$ cat src/rtl/dram_req_port_pkg.sv
// ----------------------------------------------------------------------------
// dram_req_port_pkg
// Shared definitions for the DRAM request port:
//   - access size encodings SZ_B / SZ_H / SZ_W
//   - FSM state type
//   - size_bytes(): byte count of an access size
//   - lane_mask():  byte-lane mask over two consecutive words (low nibble is
//                   the first word, high nibble the spill into the next word)
//   - load_extend(): mask a right-justified load to size and sign/zero extend
// ----------------------------------------------------------------------------
package dram_req_port_pkg;

    localparam logic [1:0] SZ_B = 2'd0;
    localparam logic [1:0] SZ_H = 2'd1;
    localparam logic [1:0] SZ_W = 2'd2;

    typedef enum logic [1:0] {
        ST_IDLE = 2'd0,
        ST_REQ1 = 2'd1,
        ST_REQ2 = 2'd2,
        ST_DONE = 2'd3
    } state_e;

    function automatic logic [2:0] size_bytes(input logic [1:0] size);
        case (size)
            SZ_B:    return 3'd1;
            SZ_H:    return 3'd2;
            default: return 3'd4;
        endcase
    endfunction

    function automatic logic [7:0] lane_mask(input logic [1:0] size, input logic [1:0] off);
        logic [7:0] base;
        case (size)
            SZ_B:    base = 8'h01;
            SZ_H:    base = 8'h03;
            default: base = 8'h0F;
        endcase
        return base << off;
    endfunction

    function automatic logic [31:0] load_extend(input logic [31:0] raw,
                                                input logic [1:0]  size,
                                                input logic        uns);
        case (size)
            SZ_B:    return {{24{~uns & raw[7]}}, raw[7:0]};
            SZ_H:    return {{16{~uns & raw[15]}}, raw[15:0]};
            default: return raw;
        endcase
    endfunction

endpackage

$ cat src/rtl/dram_req_port_if.sv
// ----------------------------------------------------------------------------
// Interfaces of the DRAM request port.
//   dram_cpu_if : CPU/MMU side. master = CPU, slave = request port.
//                 addr/wdata/ctrl/we_t/le toward the port, odata/busy back.
//   dram_mem_if : memory bus side. master = request port, slave = DRAM
//                 controller. req/we/addr/be/wdata out, rdata/ack back.
// ----------------------------------------------------------------------------
interface dram_cpu_if #(parameter int ADDR_W = 32);
    logic [ADDR_W-1:0] w_dram_addr;
    logic [31:0]       w_dram_wdata;
    logic [31:0]       w_dram_odata;
    logic              w_dram_we_t;
    logic              w_dram_le;
    logic [2:0]        w_dram_ctrl;
    logic              w_dram_busy;

    modport master (
        output w_dram_addr, w_dram_wdata, w_dram_we_t, w_dram_le, w_dram_ctrl,
        input  w_dram_odata, w_dram_busy
    );
    modport slave (
        input  w_dram_addr, w_dram_wdata, w_dram_we_t, w_dram_le, w_dram_ctrl,
        output w_dram_odata, w_dram_busy
    );
endinterface

interface dram_mem_if #(parameter int ADDR_W = 32);
    logic              w_mem_req;
    logic              w_mem_we;
    logic [ADDR_W-1:0] w_mem_addr;
    logic [3:0]        w_mem_be;
    logic [31:0]       w_mem_wdata;
    logic [31:0]       w_mem_rdata;
    logic              w_mem_ack;

    modport master (
        output w_mem_req, w_mem_we, w_mem_addr, w_mem_be, w_mem_wdata,
        input  w_mem_rdata, w_mem_ack
    );
    modport slave (
        input  w_mem_req, w_mem_we, w_mem_addr, w_mem_be, w_mem_wdata,
        output w_mem_rdata, w_mem_ack
    );
endinterface

$ cat src/rtl/dram_req_port_lane_steer.sv
// ----------------------------------------------------------------------------
// dram_lane_steer
// Combinational byte-lane steering.
//   off_i, size_i, uns_i : byte offset in word, access size, unsigned load
//   hi_half_i            : 0 = first word of the access, 1 = spill word
//   wdata_i              : right-justified store data
//   rdata_lo_i/hi_i      : captured read words (hi = following word)
//   be_o, wdata_o        : lane enables / shifted store data for the half
//   odata_o              : extracted and extended load result
// Store data is shifted across a 64-bit window so the same logic yields both
// halves of a split access.
// ----------------------------------------------------------------------------
module dram_lane_steer
    import dram_req_port_pkg::*;
(
    input  logic [1:0]  off_i,
    input  logic [1:0]  size_i,
    input  logic        uns_i,
    input  logic        hi_half_i,
    input  logic [31:0] wdata_i,
    input  logic [31:0] rdata_lo_i,
    input  logic [31:0] rdata_hi_i,
    output logic [3:0]  be_o,
    output logic [31:0] wdata_o,
    output logic [31:0] odata_o
);
    logic [7:0]  mask;
    logic [63:0] wshift;
    logic [31:0] rshift;

    assign mask    = lane_mask(size_i, off_i);
    assign wshift  = {32'd0, wdata_i} << {off_i, 3'b000};
    assign rshift  = 32'({rdata_hi_i, rdata_lo_i} >> {off_i, 3'b000});

    assign be_o    = hi_half_i ? mask[7:4]     : mask[3:0];
    assign wdata_o = hi_half_i ? wshift[63:32] : wshift[31:0];
    assign odata_o = load_extend(rshift, size_i, uns_i);
endmodule

$ cat src/rtl/dram_req_port.sv
// ----------------------------------------------------------------------------
// dram_req_port
// Turns 1-cycle CPU/MMU load/store strobes into word-wide bus transactions
// with byte enables, then returns sign/zero-extended load data.
// Ports:
//   CLK, RST_X : clock, synchronous active-high reset
//   cpu        : dram_cpu_if.slave  (addr, wdata, ctrl, we_t, le / odata, busy)
//   mem        : dram_mem_if.master (req, we, addr, be, wdata / rdata, ack)
//   w_err      : sticky error (timeout, le+we_t together, size 3, dropped lanes)
// Parameters: TIMEOUT (ack watchdog in cycles, 0 = off), ADDR_W.
// Build option DRAM_MISALIGN_EN: accesses crossing a word boundary are split
// into two transactions; otherwise spilled lanes are dropped and w_err set.
// ----------------------------------------------------------------------------
module dram_req_port
    import dram_req_port_pkg::*;
#(
    parameter int TIMEOUT = 1024,
    parameter int ADDR_W  = 32
) (
    input  logic       CLK,
    input  logic       RST_X,
    dram_cpu_if.slave  cpu,
    dram_mem_if.master mem,
    output logic       w_err
);
    localparam int               CNT_W    = (TIMEOUT > 1) ? $clog2(TIMEOUT) : 1;
    localparam logic [CNT_W-1:0] CNT_LAST = CNT_W'((TIMEOUT > 0) ? TIMEOUT - 1 : 0);

    state_e            state_q, state_d;
    logic [ADDR_W-1:0] addr_q;
    logic [31:0]       wdata_q, odata_q, rd_lo_q, rd_hi;
    logic [1:0]        size_q;
    logic              uns_q, we_q, split_q, to_q, err_q;
    logic [CNT_W-1:0]  cnt_q;

    logic              start, bad_size, ovf, split_n, illegal;
    logic [1:0]        size_n;
    logic              req, busy, hi_phase, ack, timeout_hit;
    logic [ADDR_W-1:0] word_base;
    logic [3:0]        lane_be;
    logic [31:0]       lane_wdata, lane_odata;

    // Request decode in IDLE; size 3 is handled as a word access.
    assign start    = (state_q == ST_IDLE) && (cpu.w_dram_le || cpu.w_dram_we_t);
    assign bad_size = (cpu.w_dram_ctrl[1:0] == 2'b11);
    assign size_n   = bad_size ? SZ_W : cpu.w_dram_ctrl[1:0];
    assign ovf      = ({2'b00, cpu.w_dram_addr[1:0]} + {1'b0, size_bytes(size_n)}) > 4'd4;

`ifdef DRAM_MISALIGN_EN
    logic [31:0] rd_hi_q;
    assign split_n = ovf;
    assign illegal = (cpu.w_dram_le && cpu.w_dram_we_t) || bad_size;
    assign rd_hi   = rd_hi_q;
`else
    assign split_n = 1'b0;
    assign illegal = (cpu.w_dram_le && cpu.w_dram_we_t) || bad_size || ovf;
    assign rd_hi   = 32'd0;
`endif

    // An ack on the same edge as the watchdog limit still completes normally.
    assign ack         = req && mem.w_mem_ack;
    assign timeout_hit = (TIMEOUT != 0) && req && !mem.w_mem_ack && (cnt_q == CNT_LAST);

    // FSM: state register
    always_ff @(posedge CLK) begin
        if (RST_X) state_q <= ST_IDLE;
        else       state_q <= state_d;
    end

    // FSM: next state
    always_comb begin
        state_d = state_q;
        case (state_q)
            ST_IDLE: if (start) state_d = ST_REQ1;
            ST_REQ1: begin
                if (ack)              state_d = split_q ? ST_REQ2 : ST_DONE;
                else if (timeout_hit) state_d = ST_DONE;
            end
            ST_REQ2: if (ack || timeout_hit) state_d = ST_DONE;
            ST_DONE: state_d = ST_IDLE;
            default: state_d = ST_IDLE;
        endcase
    end

    // FSM: outputs
    always_comb begin
        req      = 1'b0;
        busy     = 1'b0;
        hi_phase = 1'b0;
        case (state_q)
            ST_REQ1: begin req = 1'b1; busy = 1'b1; end
            ST_REQ2: begin req = 1'b1; busy = 1'b1; hi_phase = 1'b1; end
            ST_DONE: busy = 1'b1;
            default: ;
        endcase
    end

    // Datapath: request capture, watchdog, read capture, result update.
    always_ff @(posedge CLK) begin
        if (RST_X) begin
            addr_q  <= '0;
            wdata_q <= '0;
            size_q  <= SZ_B;
            uns_q   <= 1'b0;
            we_q    <= 1'b0;
            split_q <= 1'b0;
            cnt_q   <= '0;
            to_q    <= 1'b0;
            err_q   <= 1'b0;
            odata_q <= '0;
            rd_lo_q <= '0;
`ifdef DRAM_MISALIGN_EN
            rd_hi_q <= '0;
`endif
        end else begin
            if (start) begin
                addr_q  <= cpu.w_dram_addr;
                wdata_q <= cpu.w_dram_wdata;
                size_q  <= size_n;
                uns_q   <= cpu.w_dram_ctrl[2];
                we_q    <= cpu.w_dram_we_t;
                split_q <= split_n;
                cnt_q   <= '0;
                to_q    <= 1'b0;
                if (illegal) err_q <= 1'b1;
            end
            if (ack) begin
                cnt_q <= '0;  // next phase (if any) starts a fresh watchdog
`ifdef DRAM_MISALIGN_EN
                if (hi_phase) rd_hi_q <= mem.w_mem_rdata;
                else          rd_lo_q <= mem.w_mem_rdata;
`else
                rd_lo_q <= mem.w_mem_rdata;
`endif
            end else if (timeout_hit) begin
                to_q  <= 1'b1;
                err_q <= 1'b1;
            end else if (req && (TIMEOUT != 0)) begin
                cnt_q <= cnt_q + CNT_W'(1);
            end
            // Stores leave the last load result untouched.
            if ((state_q == ST_DONE) && !we_q)
                odata_q <= to_q ? 32'hFFFF_FFFF : lane_odata;
        end
    end

    dram_lane_steer u_steer (
        .off_i      (addr_q[1:0]),
        .size_i     (size_q),
        .uns_i      (uns_q),
        .hi_half_i  (hi_phase),
        .wdata_i    (wdata_q),
        .rdata_lo_i (rd_lo_q),
        .rdata_hi_i (rd_hi),
        .be_o       (lane_be),
        .wdata_o    (lane_wdata),
        .odata_o    (lane_odata)
    );

    // Bus outputs are driven only while a request is open; wraps at 2^ADDR_W.
    assign word_base       = {addr_q[ADDR_W-1:2], 2'b00};
    assign mem.w_mem_req   = req;
    assign mem.w_mem_we    = req && we_q;
    assign mem.w_mem_addr  = !req ? '0 : (hi_phase ? word_base + ADDR_W'(4) : word_base);
    assign mem.w_mem_be    = req ? lane_be : 4'd0;
    assign mem.w_mem_wdata = req ? lane_wdata : 32'd0;

    assign cpu.w_dram_busy  = busy;
    assign cpu.w_dram_odata = odata_q;
    assign w_err            = err_q;
endmodule

$ cat src/flat_wrapper.sv
// flat-port wrapper written by rule: the top's interface ports become plain ports
module dram_req_port_flat import dram_req_port_pkg::*;
#(
    parameter int TIMEOUT = 1024,
    parameter int ADDR_W  = 32
)
  (CLK, RST_X, w_err, cpu_w_dram_addr, cpu_w_dram_wdata, cpu_w_dram_we_t, cpu_w_dram_le, cpu_w_dram_ctrl, cpu_w_dram_odata, cpu_w_dram_busy, mem_w_mem_req, mem_w_mem_we, mem_w_mem_addr, mem_w_mem_be, mem_w_mem_wdata, mem_w_mem_rdata, mem_w_mem_ack);
  dram_cpu_if #(.ADDR_W(ADDR_W)) cpu_i ();
  dram_mem_if #(.ADDR_W(ADDR_W)) mem_i ();
  input  logic CLK;
  input  logic RST_X;
  output logic w_err;
  input wire logic [$bits(cpu_i.w_dram_addr)-1:0] cpu_w_dram_addr;
  input wire logic [$bits(cpu_i.w_dram_wdata)-1:0] cpu_w_dram_wdata;
  input wire logic [$bits(cpu_i.w_dram_we_t)-1:0] cpu_w_dram_we_t;
  input wire logic [$bits(cpu_i.w_dram_le)-1:0] cpu_w_dram_le;
  input wire logic [$bits(cpu_i.w_dram_ctrl)-1:0] cpu_w_dram_ctrl;
  output wire logic [$bits(cpu_i.w_dram_odata)-1:0] cpu_w_dram_odata;
  output wire logic [$bits(cpu_i.w_dram_busy)-1:0] cpu_w_dram_busy;
  output wire logic [$bits(mem_i.w_mem_req)-1:0] mem_w_mem_req;
  output wire logic [$bits(mem_i.w_mem_we)-1:0] mem_w_mem_we;
  output wire logic [$bits(mem_i.w_mem_addr)-1:0] mem_w_mem_addr;
  output wire logic [$bits(mem_i.w_mem_be)-1:0] mem_w_mem_be;
  output wire logic [$bits(mem_i.w_mem_wdata)-1:0] mem_w_mem_wdata;
  input wire logic [$bits(mem_i.w_mem_rdata)-1:0] mem_w_mem_rdata;
  input wire logic [$bits(mem_i.w_mem_ack)-1:0] mem_w_mem_ack;
  assign cpu_i.w_dram_addr = cpu_w_dram_addr;
  assign cpu_i.w_dram_wdata = cpu_w_dram_wdata;
  assign cpu_i.w_dram_we_t = cpu_w_dram_we_t;
  assign cpu_i.w_dram_le = cpu_w_dram_le;
  assign cpu_i.w_dram_ctrl = cpu_w_dram_ctrl;
  assign cpu_w_dram_odata = cpu_i.w_dram_odata;
  assign cpu_w_dram_busy = cpu_i.w_dram_busy;
  assign mem_w_mem_req = mem_i.w_mem_req;
  assign mem_w_mem_we = mem_i.w_mem_we;
  assign mem_w_mem_addr = mem_i.w_mem_addr;
  assign mem_w_mem_be = mem_i.w_mem_be;
  assign mem_w_mem_wdata = mem_i.w_mem_wdata;
  assign mem_i.w_mem_rdata = mem_w_mem_rdata;
  assign mem_i.w_mem_ack = mem_w_mem_ack;
  dram_req_port #(.TIMEOUT(TIMEOUT), .ADDR_W(ADDR_W)) u_core (.CLK(CLK), .RST_X(RST_X), .cpu(cpu_i), .mem(mem_i), .w_err(w_err));
endmodule
$ cat config.mk
export PLATFORM = sky130hd
export DESIGN_NAME = dram_req_port_flat
export DESIGN_NICKNAME = d
export VERILOG_FILES = /design/src/rtl/dram_req_port_pkg.sv /design/src/rtl/dram_req_port_if.sv /design/src/rtl/dram_req_port_lane_steer.sv /design/src/rtl/dram_req_port.sv /design/src/flat_wrapper.sv
export SDC_FILE = /design/constraint.sdc
export NUM_CORES = 1
export LEC_CHECK = 0
export CORE_ASPECT_RATIO = 0.5
export CORE_MARGIN = 2
export CORE_UTILIZATION = 44
export DETAILED_ROUTE_END_ITERATION = 16
export GPL_TIMING_DRIVEN = 0
export PLACE_DENSITY = 0.75
export SETUP_SLACK_MARGIN = 0.5
export SYNTH_ARGS = -nofsm -noshare
export SYNTH_HDL_FRONTEND = slang
export SYNTH_SLANG_ARGS = --single-unit
$ cat constraint.sdc
create_clock -name CLK -period 2.3 [get_ports CLK]
set_input_delay 0.345 -clock CLK [delete_from_list [all_inputs] [get_ports CLK]]
set_output_delay 0.345 -clock CLK [all_outputs]
set_load 0.005 [all_outputs]
==> flow_metrics.py <==
metrics = {
    "placement": {
        "place_congestion": 0.970,
        "numPlacedInstances": 1465,
        "dp_slack_ns": -0.628,
        "place_hpwl_um": 20600,
        "io_buffers": 204,
        "place_area_um2": 10300,
    },
    "timing": {
        "fin_worst_skew_ns": 0.0144,
        "timing.fmax_mhz": 357,
        "maxSlewViolCount": 0,
        "finalHoldViolCount": 0,
        "fin_crit_sh": 1.22,
        "worst_slack_ns": -0.505,
        "tightest_slew_ns": 0.748,
        "setup_tns_ns": -17.56,
        "min_period_ns": 2.80,
        "relSlewSlack": 0.501,
        "grt_setup_unrepaired": "true",
        "finalSetupViolations": 65,
    },
    "drt": {
        "route.detailed.drc": 0,
        "dr.first_iter.drc_count": 810,
        "drt_wl_total_um": 30400,
        "first_pass_iters": 5,
        "avgRoutedWirePerCell_um": 19.5,
        "postRouteAntennaNets": 0,
        "vias": 9014,
        "vias_per_cell": 5.77,
    },
    "power": {
        "pwr-share-comb": 0.499,
        "peakVddDrop_mv": 0.714,
        "power_density_nw_per_um2": 1040,
        "power.switching_uw": 5170,
        "swShare": 0.407,
        "p_seq_frac": 0.292,
        "clkPwrFrac": 0.209,
        "p_int_uw": 7520,
        "leakagePower_uw": 0.00464,
    },
    "worst_hold_path": {
        "min_path_type": "input pin to register",
    },
    "run_status": {
        "status": "complete, but fails checks",
        "failed_checks": "setup timing",
    },
    "floorplanning": {
        "num_io_pins": 208,
        "die-area_um2": 18800,
        "initial_core_util": 0.449,
        "coreArea_um2": 17300,
        "die_width_um": 192,
        "die_h_um": 97.9,
        "rows": 34,
    },
    "clock_tree": {
        "root_buffer": "clkbuf_16",
        "cts_buffer_depth": 2,
        "cts_sinks": 146,
        "htree_levels": 4,
        "worstSkewPairLatency_ns": 0.42,
        "cts-buffers-inserted": 17,
        "cts_tree": "yes",
        "path_clk_slew_ns": 0.07,
    },
    "synthesis": {
        "syn_area_um2": 7770,
        "synth-seq-cells": 146,
        "synth_enable_flop_cells": 0,
        "yosysWarnings": 0,
        "synth_flop_cell": "dfxtp_1",
        "seq_area_frac_synth": 0.376,
        "synth_area_leaders": "dfxtp_1 38%, nand2_1 12%, a21oi_1 8.7%",
        "synthCells": 1026,
        "synth_cell_types": 57,
        "ys_top_cells_by_count": "248 x nand2_1, 146 x dfxtp_1, 135 x a21oi_1",
        "synth_top_area_frac": 0.376,
        "syn_avg_cell_area_um2": 7.57,
        "yosys.area.top_type": "dfxtp_1",
        "async_reset_ff_frac": 0,
        "yosysMostFrequentCell": "nand2_1",
    },
    "finish": {
        "seqCellArea_um2": 2980,
        "final_nets": 1429,
        "layout-drive-gt1-share": 0.298,
        "final_cells": 1561,
        "area_growth_pct": 57.2,
        "fillers": 1314,
        "n_antenna_cell": 0,
        "design_area_um2": 12200,
        "multi_input_area_um2": 5250,
        "post-route-util": 0.705,
    },
    "grt": {
        "first_global_vias": 8506,
        "grt_max_degree": 17,
        "grt_pass1_wl_um": 44700,
        "grt_use_total": 0.302,
        "grt_antenna_before_repair": 0,
        "overflow": 0,
    },
    "setup_path": {
        "crit_required_ns": 1.96,
        "cp.arrival_ns": 2.46,
        "crit_path_end_kind": "output port",
        "crit_type": "register to output port",
        "cp_max_fo": 4,
        "crit_path_start_kind": "register",
    },
    "run": {
        "drv_cap": 0,
    },
}
-- registers in the layout, indices dropped and copies added, names as in the netlist --
name                     cells
u_core.cpu.w_dram_odata     32
u_core.wdata_q              32
u_core.cnt_q                10
u_core.w_err                 1
u_core.state_q               2
u_core.uns_q                 1
u_core.we_q                  1
u_core.rd_lo_q              32
u_core.to_q                  1
u_core.size_q                2
u_core.addr_q               32
-- timing repair --
item / 4_1_cts / 5_1_grt
pin swaps: 53 / 52
endpoints found under the setup margin: 213 / 193
setup buffers: 38 / 22
resized for setup: 384 / 170
hold buffers: 0 / 0
gates cloned: 4 / 1
-- power by group through the flow --
stage	Clock [µW]	Combinational (µW)	Sequential [µW]
after floorplan	0	2690	3510
after global placement	0	4430	3660
after detailed placement	0	4510	3690
after global routing	2770	6710	3760
final	2650	6330	3700
after CTS	2650	5350	3640
-- per-layer routing --
layer,wire [µm],GRT usage
met2,14200,0.488
met5,0,0
met3,2850,0.0622
met1,12600,0.404
met4,726,0.0994
-- final cells by class --
| type | count | share of cell area |
|---|---|---|
| Tap cell | 234 | 0.0240 |
| Inverter | 13 | 0.00564 |
| Sequential cell | 146 | 0.244 |
| Clock inverter | 14 | 0.00973 |
| Buffer | 81 | 0.0582 |
| Clock buffer | 17 | 0.0348 |
| Multi-Input combinational cell | 788 | 0.430 |
| Timing Repair Buffer | 268 | 0.194 |
-- path summary, 6_finish.rpt --
path / from / end / slack (ns) / cells past startpoint
max reg2reg: u_core.state_q[0] / u_core.cnt_q[3] / 0.21 / 10
min reg2reg: u_core.rd_lo_q[11] / u_core.rd_lo_q[11] / 0.46 / 2
min: cpu_w_dram_addr[20] / u_core.addr_q[20] / 0.46 / 3
max: u_core.state_q[0] / mem_w_mem_addr[30] / -0.50 / 8
-- cells by family after synthesis --
group,synth area share
flip-flops,0.376
AO/OA/AOI/OAI,0.201
buffers and inverters,0.0487
AND/OR/NAND/NOR,0.249
other,0.000483
XOR/XNOR,0.0147
multiplexers,0.0933
adder cells (fa/ha/maj),0.0171
-- placed cells by master, fill, tap and decap left out, types with 6 or more instances in the layout --
cell	netlist	routed
clkbuf_1	57	19
nor2_2	0	8
buf_8	0	12
nor3_1	23	19
buf_2	8	61
nand4_1	7	7
nor2_1	83	64
a211oi_1	24	15
nand3_1	13	12
dfxtp_2	0	9
mux2i_1	51	50
o22a_1	10	10
nor2_4	0	12
dfxtp_1	146	126
buf_6	1	24
nand2_2	0	7
o21ai_2	0	7
o2bb2ai_1	8	8
o22ai_1	10	8
a21oi_1	135	106
and2_1	14	13
dfxtp_4	0	11
o31ai_2	0	8
clkbuf_16	0	25
a22o_1	11	11
nand2_1	248	239
clkbuf_2	0	20
buf_4	2	50
xnor2_1	10	10
a21oi_2	0	27
mux2_2	17	17
or4_4	1	11
inv_6	0	6
a211o_1	6	6
clkdlybuf4s50_1	0	137
nor2b_1	7	6
a22oi_1	10	10
inv_1	12	9
-- stage by stage --
stage          total power [µW]  hold WS, ns
2_1_floorplan              6200        0.432
3_3_place_gp               8090        0.440
3_5_place_dp               8200        0.446
4_1_cts                   11600        0.443
5_1_grt                   13200        0.468
6_report                  12700        0.459
-- critical path, stage by stage, from the launching register on --
cell	delay, ns
dfxtp_4	0.35
inv_4	0.06
ha_4	0.15
nand4_1	0.16
or3_4	0.46
buf_6	0.14
or4_4	0.47
a21oi_2	0.13
buf_2	0.13
(Power assumes the default switching activity.)
